File: src/rtl/cam_bringup_ctrl.sv
// cam_bringup_ctrl: OV5640 power-up / bring-up sequencer and supervisor.
//   Drives the sensor power-down and reset pins with timed gaps, releases the
//   I2C configuration engine, skips the first unstable frames, then enables
//   the video path. A config failure or a lost vsync stream re-runs the whole
//   power cycle; repeated failures latch FAULT until rst.
// Ports:
//   clk, rst        video_clk and async active-high reset
//   restart         one-cycle request to re-run bring-up (ignored in FAULT)
//   cmos_vsync      raw sensor vsync, asynchronous to clk
//   cfg_done/error  i2c_config status levels
//   cfg_rst         active-high reset to i2c_config
//   cmos_pwdn       sensor power-down
//   cmos_rst_n      sensor reset, active-low
//   video_en        frame write / display enable
//   fault           sticky failure flag
//   state_o         current state encoding
//   retry_cnt       failed attempts in the current bring-up
module cam_bringup_ctrl #(
    parameter int unsigned T_PWDN_CYC      = 500000,
    parameter int unsigned T_RST_CYC       = 500000,
    parameter int unsigned T_SETTLE_CYC    = 1000000,
    parameter int unsigned CFG_TIMEOUT_CYC = 50000000,
    parameter int unsigned MAX_RETRY       = 3,
    parameter int unsigned SKIP_FRAMES     = 4,
    parameter int unsigned VS_WDT_CYC      = 10000000
) (
    input  logic       clk,
    input  logic       rst,
    input  logic       restart,
    input  logic       cmos_vsync,
    input  logic       cfg_done,
    input  logic       cfg_error,
    output logic       cfg_rst,
    output logic       cmos_pwdn,
    output logic       cmos_rst_n,
    output logic       video_en,
    output logic       fault,
    output logic [2:0] state_o,
    output logic [1:0] retry_cnt
);

    typedef enum logic [2:0] {
        PWDN   = 3'd0,
        RST    = 3'd1,
        SETTLE = 3'd2,
        CONFIG = 3'd3,
        SKIP   = 3'd4,
        RUN    = 3'd5,
        FAULT  = 3'd6
    } state_t;

    state_t      state, nx;
    logic [31:0] cnt;       // duration in current state
    logic [31:0] wdt;       // cycles since last vs_rise or state entry
    logic [15:0] skip_cnt;  // vsync edges seen in SKIP
    logic        vs_meta, vs_sync1, vs_sync2_d;
    logic        vs_rise, wdt_exp, fail, enter, do_restart;
    logic [1:0]  retry_inc;

    // Two-flop synchronizer plus one delay flop for edge detect.
    always_ff @(posedge clk or posedge rst) begin
        if (rst) begin
            vs_meta    <= 1'b0;
            vs_sync1   <= 1'b0;
            vs_sync2_d <= 1'b0;
        end else begin
            vs_meta    <= cmos_vsync;
            vs_sync1   <= vs_meta;
            vs_sync2_d <= vs_sync1;
        end
    end

    assign vs_rise    = vs_sync1 & ~vs_sync2_d;
    // A vsync edge landing on the expiry cycle keeps the stream alive.
    assign wdt_exp    = (wdt == 32'(VS_WDT_CYC - 1)) && !vs_rise;
    assign do_restart = restart && (state != FAULT);
    assign retry_inc  = (retry_cnt == 2'd3) ? 2'd3 : retry_cnt + 2'd1;

    always_comb begin
        nx   = state;
        fail = 1'b0;
        if (do_restart) begin
            nx = PWDN;
        end else begin
            case (state)
                PWDN:   if (cnt == 32'(T_PWDN_CYC - 1))   nx = RST;
                RST:    if (cnt == 32'(T_RST_CYC - 1))    nx = SETTLE;
                SETTLE: if (cnt == 32'(T_SETTLE_CYC - 1)) nx = CONFIG;
                CONFIG: begin
                    // error wins over a simultaneous done
                    if (cfg_error)                                fail = 1'b1;
                    else if (cfg_done)                            nx   = SKIP;
                    else if (cnt == 32'(CFG_TIMEOUT_CYC - 1))     fail = 1'b1;
                end
                SKIP: begin
                    if (vs_rise && skip_cnt == 16'(SKIP_FRAMES - 1)) nx   = RUN;
                    else if (wdt_exp)                                fail = 1'b1;
                end
                RUN:     if (wdt_exp) nx = PWDN;
                default: nx = FAULT;
            endcase
            if (fail)
                nx = (retry_inc == 2'(MAX_RETRY)) ? FAULT : PWDN;
        end
        // restart into PWDN from PWDN still counts as a fresh entry
        enter = do_restart || (nx != state);
    end

    // Outputs decode the next state so they change on the transition edge.
    always_ff @(posedge clk or posedge rst) begin
        if (rst) begin
            state      <= PWDN;
            cnt        <= '0;
            wdt        <= '0;
            skip_cnt   <= '0;
            retry_cnt  <= '0;
            cmos_pwdn  <= 1'b1;
            cmos_rst_n <= 1'b0;
            cfg_rst    <= 1'b1;
            video_en   <= 1'b0;
            fault      <= 1'b0;
        end else begin
            state    <= nx;
            cnt      <= enter ? '0 : cnt + 32'd1;
            wdt      <= (enter || vs_rise) ? '0 : wdt + 32'd1;
            skip_cnt <= enter ? '0 :
                        (vs_rise && state == SKIP) ? skip_cnt + 16'd1 : skip_cnt;

            if (do_restart)                     retry_cnt <= '0;
            else if (fail)                      retry_cnt <= retry_inc;
            else if (nx == RUN && state != RUN) retry_cnt <= '0;

            cmos_pwdn  <= (nx == PWDN) || (nx == FAULT);
            cmos_rst_n <= (nx == SETTLE) || (nx == CONFIG) || (nx == SKIP) || (nx == RUN);
            cfg_rst    <= (nx == PWDN) || (nx == RST) || (nx == SETTLE) || (nx == FAULT);
            video_en   <= (nx == RUN);
            fault      <= (nx == FAULT);
        end
    end

    assign state_o = state;

endmodule

File: config.mk
export PLATFORM = sky130hd
export DESIGN_NAME = cam_bringup_ctrl
export DESIGN_NICKNAME = d
export VERILOG_FILES = /design/src/rtl/cam_bringup_ctrl.sv
export SDC_FILE = /design/constraint.sdc
export NUM_CORES = 1
export LEC_CHECK = 0
export CORE_MARGIN = 8
export CORE_UTILIZATION = 32
export DETAILED_ROUTE_END_ITERATION = 8
export GPL_TIMING_DRIVEN = 0
export HOLD_SLACK_MARGIN = 0.08
export PLACE_DENSITY = 0.47
export SLEW_MARGIN = 20
export SYNTH_ARGS = -nofsm -noshare
export SYNTH_HDL_FRONTEND = slang
export SYNTH_SLANG_ARGS = --single-unit
File: constraint.sdc
create_clock -name clk -period 6.5 [get_ports clk]
set_input_delay 0.65 -clock clk [delete_from_list [all_inputs] [get_ports clk]]
set_output_delay 0.65 -clock clk [all_outputs]
set_load 0.005 [all_outputs]
Word-level counts from Yosys, hierarchy flattened
Index checks and enable logic that the tools add are counted.

Register bits: 93. Bits of input ports: 6. Output and inout port bits: 10. Word-level logic and storage cells: 86.

Add/sub/neg operators: 4. Equal/unequal tests: 21. Multiplexer cells: 27. Bitwise operators: 2. Reductions and logical operators: 19.

Operator list (count): adder 32 x 1 -> 32 bit (second input constant) (2); 2-to-1 mux 32 bit (2); == test 32 x 19 -> 1 bit (second input constant) (1); == test 32 x 20 -> 1 bit (second input constant) (1); == test 32 x 24 -> 1 bit (second input constant) (1); == test 32 x 26 -> 1 bit (second input constant) (1); 2-to-1 mux 16 bit (2); 2-to-1 mux 3 bit (10); one-hot mux 3 bit (6 select lines) (1); adder 16 x 1 -> 16 bit (second input constant) (1); == test 16 x 2 -> 1 bit (second input constant) (1); == test 3 bit (second input constant) (5); == test 3 x 2 -> 1 bit (second input constant) (4); logical OR 1 bit (9); 2-to-1 mux 2 bit (4); 2-to-1 mux 1 bit (7); == test 3 x 1 -> 1 bit (second input constant) (2); zero test 3 bit (2); != test 3 bit (second input constant) (2); logical AND 1 bit (5); == test 2 bit (second input constant) (2); != test 3 bit (1); nonzero test 3 bit (1); adder 2 x 1 -> 2 bit (second input constant) (1); other kinds (5) (5).

Longest topological paths before layout
Gate-level depths: netlist (run 1).

Word-level depth: 15. Gate-level depth with buffers: 11.

Worst setup path before layout (run 1)
No wires, ideal clock.

Kind: input port to flip-flop. From: in cfg_done. To: reg cnt[25]. Setup time: 0.071 ns. Arrival time: 2.403 ns. Required time: 6.429 ns. Setup slack: 4.026 ns. Cell stages on the path: 10. Buffers on the path: 2. Cells stage by stage: nor4b_1 -> nand4_1 -> or4_4 -> o21ai_4 -> or2_2 -> o211a_1 -> nand2_2 -> buf_6 -> buf_6 -> nor2_1.

Word-level cells in the longest chain between the ends: 9.

RTL lines: from (decl) (RTL line 31) `input logic cfg_done,`; 2-to-1 mux 1 bit (RTL line 92) `else if (cfg_done) nx = SKIP;`; 2-to-1 mux 1 bit (RTL line 91) `if (cfg_error) fail = 1'b1;`; one-hot mux 1 bit (2 select lines) (RTL line 85) `case (state)`; 2-to-1 mux 1 bit (RTL line 82) `if (do_restart) begin`; 2-to-1 mux 3 bit * (RTL line 102) `if (fail)`; 2-to-1 mux 3 bit * (RTL line 82); != test 3 bit * (RTL line 106) `enter = do_restart || (nx != state);`; logical OR 1 bit * (RTL line 106); 2-to-1 mux 32 bit * (RTL line 124) `cnt <= enter ? '0 : cnt + 32'd1;`; to (signal assigned) (RTL line 124); to (decl) (RTL line 53) `logic [31:0] cnt;`.

Mark *: on every way between the ends. The rest lies on a longest branch, timed or not. The select of a mux whose other input is x is not followed. A chain may end at the register's enable or synchronous reset.

Final worst setup path (run 1)
From: reg cnt[26]. To: reg cnt[27].

Word-level cells in the longest chain between the ends: 11.

RTL lines: == test 32 x 26 -> 1 bit (RTL line 93) `else if (cnt == 32'(CFG_TIMEOUT_CYC - 1)) fail = 1'b1;`; 2-to-1 mux 1 bit (RTL line 93); 2-to-1 mux 1 bit (RTL line 92); 2-to-1 mux 1 bit (RTL line 91); one-hot mux 1 bit (2 select lines) (RTL line 85); 2-to-1 mux 1 bit (RTL line 82); 2-to-1 mux 3 bit (RTL line 102); 2-to-1 mux 3 bit (RTL line 82); != test 3 bit (RTL line 106); logical OR 1 bit (RTL line 106); 2-to-1 mux 32 bit * (RTL line 124).

Marks and branches as above.

==> impl_metrics.json, run 1 <==
{
  "fp.coreArea_um2": 14920,
  "via_per_inst": 5.038,
  "fillerInstances": 1490,
  "rr_startpoint": "cnt[26]",
  "cp.buffers_inverters": 2,
  "fin_crit_sh_pct": 46.38,
  "cts_resized": 0,
  "root_buffer": "clkbuf_16",
  "grt_pass1_vias": 3581,
  "antenna_found_initial": 0,
  "synth_top_cell_by_area": "dfrtp_1",
  "worstPathMaxFanout": 10,
  "dieArea_um2": 19220,
  "busiest_layer": "met2",
  "wl_mm": 10.73,
  "worstSetupPathDepth": 10,
  "die_h_um": 138.6,
  "setup_viol_count_final": 0,
  "cp.arrival_ns": 3.29,
  "r2r-end": "cnt[27]",
  "slew_headroom_pct": 28.83,
  "synth_top_cells_by_area": "dfrtp_1 47%, xor2_1 7.6%, nor2_1 6.2%",
  "tightestPinTransition_ns": 1.059,
  "slew_violations": 0,
  "power_density_nw_per_um2": 235.0,
  "final_common_cell": "dfrtp_1",
  "ctsHoldBuffers": 0,
  "die_x_um": 138.6,
  "clk_latency_ns": 0.35,
  "start_kind": "flop",
  "row_count": 45,
  "synthArstFlopShare_pct": 100.0,
  "gp_congestion": 0.7783,
  "synthesis.nets": 523,
  "wl_per_cell_um": 14.60,
  "mostFrequentLayoutCells": "91 x dfrtp_1, 79 x nor2_1, 45 x nor3_1",
  "synth_cells": 514,
  "dpl.cell_count": 719,
  "cp-startpoint": "cnt[26]",
  "avgSynthCellArea_um2": 9.362,
  "synth-seq-cells": 93,
  "r2r_slack_ns": 3.49,
  "area_growth_pct": 16.02,
  "rsz0062_at_grt": "no",
  "post-route-drc-count": 0,
  "track_usage_pct": 11.66,
  "holdCritPathClass": "flop to flop",
  "antenna_cells": 0,
  "ios": 16,
  "fmax_ghz": 0.3317,
  "ctsLongestPathBuffers": 2,
  "slowest_stage": "nor3_1",
  "irDropWorstVdd_mv": 0.1237,
  "crit_type": "flop to flop",
  "synth_top_area_share_pct": 47.32,
  "grt_pass1_wl_mm": 18.45,
  "slowest_delay_ns": 0.45,
  "layoutNonFillerInstCount": 735,
  "pre_cts_slack_ns": 3.204,
  "skew_ns": 0.008141,
  "clkTransAtPathRegs_ns": 0.07,
  "crit_chain": "nor4_1 > nand3_1 > nor3_1 > mux2i_1 > nand4_1 > a2bb2oi_1 > nand2_2 > buf_6 > buf_6 > nor2_1",
  "nets": 551,
  "port_buffers": 15,
  "drt-initial-drc-count": 232,
  "vias": 3703,
  "cts_made_buffers": 9,
  "seq_area_frac_synth_pct": 48.41,
  "status": "finished clean",
  "whs_ns": 0.3509,
  "cts_tree": "built",
  "drive_gt1_share_pct": 6.216,
  "post_cts_buffers": 0,
  "fin_crit_ns": 3.014,
  "dp_hpwl_mm": 7.619,
  "first_pass_iters": 4,
  "ys.warnings.count": 0,
  "synth_cell_type_count": 47,
  "cp_top_family": "simple AND/OR/NAND/NOR gates",
  "grt_start_max_net_pins": 50,
  "start_util_pct": 32.25,
  "grt_use_met1_pct": 15.68,
  "grtUsageMet3_pct": 2.192,
  "hold_violations": 0,
  "reg2reg_depth": 10,
  "path_common_cell": "buf_6",
  "synth_edf_count": 0,
  "ys.flop_type": "dfrtp_1",
  "grt-ovfl-total": 0,
  "drv_cap": 0,
  "finalSetupTns_ns": 0,
  "power.leakage_nw": 2.276,
  "layout_setup_ws_ns": 3.486,
  "clock-sinks": 93,
  "h-tree-depth": 3,
  "syn_area_um2": 4812,
  "endpoint": "cnt[27]",
  "cp-end-kind": "flop",
  "grt_use_met2_pct": 17.53,
  "critPathRequiredTime_ns": 6.78,
  "ant_nets": 0
}
worst min-delay path by stage:
stage | start | end | slack [ns] | cells after the start
detailed placement | vs_meta | vs_sync1 | 0.34 | 0
finish | vs_meta | vs_sync1 | 0.35 | 0
global placement | vs_meta | vs_sync1 | 0.34 | 0
global route | vs_meta | vs_sync1 | 0.37 | 0
floorplan | vs_meta | vs_sync1 | 0.33 | 0
CTS | vs_meta | vs_sync1 | 0.35 | 0
sequential cells by signal, summed over array words and instances, names as in the netlist, 2 cells and up:
signal and flops:
cnt 32, wdt 32, skip_cnt 16, retry_cnt 2
state_o 3
where the power goes:
part           switching, mW  total, mW  internal [mW]
combinational         0.0578     0.0913         0.0335
clock                  0.224      0.610          0.386
sequential            0.0153      0.611          0.595
total                  0.297       1.31           1.02
area by class of cell:
class | count | area, um^2 | area share, %
plain buffers | 18 | 87.58 | 1.569
clock buffers | 12 | 246.5 | 4.415
clock inverters | 4 | 95.09 | 1.703
inverters | 10 | 42.54 | 0.7620
multi-input cells | 393 | 2364 | 42.34
flip-flops and latches | 93 | 2330 | 41.73
well taps | 188 | 235.2 | 4.213
repair buffers | 17 | 182.7 | 3.272
worst register-to-register path: cells and delay by family (launching register included):
kind,cells,cell delay [ns]
buffers and inverters,2,0.35
multiplexers,1,0.30
flip-flops,1,0.41
AO/OA/AOI/OAI,1,0.28
AND/OR/NAND/NOR,6,1.62
cells by family (layout without fill, tap and decap cells):
family	Yosys count	after routing	share of synthesized area (%)
and+or+nand+nor	291	291	30.73
buffers and inverters	28	61	2.600
muxes	4	4	0.8321
AOI/OAI and AO/OA	21	21	3.172
DFF	93	93	48.41
adders and majority gates	3	3	0.7801
xor gates and xnor gates	74	74	13.47
stage by stage:
step,utilization [%],instance area [um^2],power (mW)
global placement,34.83,5197,0.7118
finish,37.42,5583,1.312
CTS,37.42,5583,1.332
floorplan,-,4812,0.6790
global route,37.42,5583,1.366
detailed placement,35.13,5241,0.7146
layer usage:
layer | share of wire, % | wire length, um
met5 | 0 | 0
met4 | 2.3 | 252
met3 | 3.1 | 329
met2 | 46 | 4895
met1 | 49 | 5250
cell usage after synthesis (4+ instances only):
cell type and instances:
a21oi_1 5, nand4_1 21, nor2_1 79, xor2_1 42, nand3_1 34, nor4_1 14
nor3_1 45, inv_1 10, buf_2 4, dfrtp_1 91, nand2_1 42, xnor2_1 32
clkbuf_1 12, nor4b_1 4, and2_1 5, and3_1 13, nor2b_1 7, mux2i_1 4
Power figures use the tool's default switching activity.
==> run 2, diff against run 1 <==
- PLACE_DENSITY: 0.47 -> 0.49
- clock period: 6.5 -> 2.5 ns (I/O delays scaled with it)
==> run 2 against run 1 <==
Total power rose to 2.7 times the previous value. Sequential share of layout area is 4.1 points lower. First-iteration DRC count shrank 9.9%. Cell area rose by 11%. Critical endpoint unchanged. Critical path type unchanged. The flow now finishes with violations (negative setup slack). Largest power group is now the clock network. Combinational power increased to 3.9 times the previous value.
==> impl_metrics.json, run 2 (synthesized netlist as in run 1, its figures left out) <==
{
  "die_x_um": 138.6,
  "skew_ns": 0.006847,
  "final_area_um2": 6212,
  "grt-ovfl-total": 0,
  "p_clk_share_pct": 45.2,
  "cts_tree": "built",
  "clk_latency_ns": 0.35,
  "tightestPinTransition_ns": 0.7869,
  "wl_per_cell_um": 15.24,
  "slew_headroom_pct": 47.11,
  "slew_violations": 0,
  "via_per_inst": 5.074,
  "holdCritPathClass": "input pin to async pin",
  "grt_pass1_wl_mm": 19.60,
  "rsz0062_at_grt": "yes",
  "ios": 16,
  "start_kind": "flop",
  "setup_viol_count_final": 14,
  "first_pass_iters": 4,
  "fmax_ghz": 0.3926,
  "cp.arrival_ns": 2.83,
  "fp.coreArea_um2": 14920,
  "grt_pass1_vias": 3908,
  "fin_crit_ns": 2.547,
  "place_area_um2": 5268,
  "drv_cap": 0,
  "status": "finished, violations left",
  "internal-power_mw": 2.740,
  "cp-end-kind": "flop",
  "slowest_delay_ns": 0.44,
  "slowest_stage": "dfrtp_2",
  "dp_hpwl_mm": 7.972,
  "ctsLongestPathBuffers": 2,
  "power.leakage_nw": 2.510,
  "cts_made_buffers": 9,
  "fin_crit_sh_pct": 101.9,
  "grt_start_max_net_pins": 33,
  "clock-sinks": 93,
  "irDropWorstVdd_mv": 0.3142,
  "worstPathMaxFanout": 8,
  "whs_ns": 0.2277,
  "cp.buffers_inverters": 3,
  "critPathRequiredTime_ns": 2.79,
  "h-tree-depth": 3,
  "seq_power_share_pct": 44.9,
  "reg_top3": "cnt (32), wdt (32), skip_cnt (16)",
  "layout_setup_ws_ns": -0.04736,
  "drive_gt1_share_pct": 20.63,
  "dieArea_um2": 19220,
  "crit_chain": "nor4b_2 > nand4b_1 > buf_4 > o21a_1 > a211oi_4 > nand4_1 > a2bb2oi_4 > nand2_4 > buf_6 > clkbuf_16 > nor2_4",
  "antenna_found_initial": 0,
  "mostFrequentLayoutCells": "85 x dfrtp_1, 65 x nor2_1, 42 x nand2_1, 42 x xor2_1, 33 x nor3_1",
  "post-route-drc-count": 0,
  "vias": 3856,
  "track_usage_pct": 12.27,
  "row_count": 45,
  "area_growth_pct": 29.10,
  "power_frac_comb_pct": 9.9,
  "finalCoreUtilization_pct": 41.64,
  "violations": "negative setup slack",
  "ctsHoldBuffers": 0,
  "cp_top_family": "simple AND/OR/NAND/NOR gates",
  "nets": 576,
  "port_buffers": 15,
  "gp_congestion": 0.7940,
  "crit_type": "flop to flop",
  "hold_violations": 0,
  "pre_cts_slack_ns": -0.4484,
  "die_h_um": 138.6,
  "drt-initial-drc-count": 209,
  "root_buffer": "clkbuf_16",
  "final_common_cell": "dfrtp_1",
  "ant_nets": 0,
  "start_util_pct": 32.25,
  "power_density_nw_per_um2": 572.2,
  "antenna_cells": 0,
  "clkTransAtPathRegs_ns": 0.06,
  "wl_mm": 11.58,
  "power_switching_uw": 814.6,
  "netSwitchingFraction_pct": 22.92
}
## run 2: changes by cell type in the layout (fill, tap and decap cells not counted), moves of 10 or more
| cell | change |
|---|---|
| buf_4 | +26 |
| nor2_1 | -14 |
| nor3_1 | -12 |
| nor2_4 | +11 |
| nor3_2 | +10 |
## run 2: layout make-up
class                      instances  area, um^2
fill                            1451        8708
clock buffer                      12       256.5
multi-input combinational        393        2710
clock inverter                     4       95.09
inverter                          10       41.29
timing repair buffer              44       424.2
sequential                        93        2337
tap                              188       235.2
buffer                            16       112.6
## run 2: timing repair
action                     4_1_cts  5_1_grt
pin swaps                       21       16
gates resized for setup         39       55
setup endpoints to repair       80       81
buffers inserted                18        6
cloned                           1        1
## run 2: worst paths after layout
| check | startpoint | endpoint | slack [ns] | cells after the start |
|---|---|---|---|---|
| worst max-delay path | wdt[16] | cnt[27] | -0.05 | 11 |
| worst min-delay path | rst | wdt[14] | 0.23 | 2 |
| worst max register to register | wdt[16] | cnt[27] | -0.05 | 11 |
| worst min register to register | vs_meta | vs_sync1 | 0.35 | 0 |
| max in group asynchronous | rst | cnt[9] | 1.57 | 4 |
| min in group clk | vs_meta | vs_sync1 | 0.35 | 0 |
## run 2: power groups by stage
stage	clock (mW)	sequential, mW	combinational [mW]
2_1_floorplan	0	1.61	0.159
3_3_place_gp	0	1.62	0.237
3_5_place_dp	0	1.62	0.247
4_1_cts	1.65	1.59	0.303
5_1_grt	1.71	1.60	0.398
6_report	1.61	1.59	0.352
## run 2: through the flow
step,cells,total power [mW],setup TNS (ns)
detailed placement,720,1.864,-29.40
global route,760,3.704,-7.247
CTS,753,3.543,-0.008646
global placement,717,1.853,-28.82
floorplan,514,1.766,0
finish,760,3.554,-0.2753
## run 2: layer usage
metal | track usage [%] | up-vias | part of all wire (%)
met2 | 20.33 | 45 | 48
met4 | 5.546 | 0 | 2.3
li1 | - | 1895 | -
met1 | 15.45 | 1895 | 47
met3 | 1.884 | 21 | 2.0
met5 | 0 | - | 0
==> run 3, diff against run 2 <==
- ABC_CLOCK_PERIOD_IN_PS: not set -> 2500
==> results of run 3 <==
No change in the layout: final DEF, timing and power equal those of run 2.
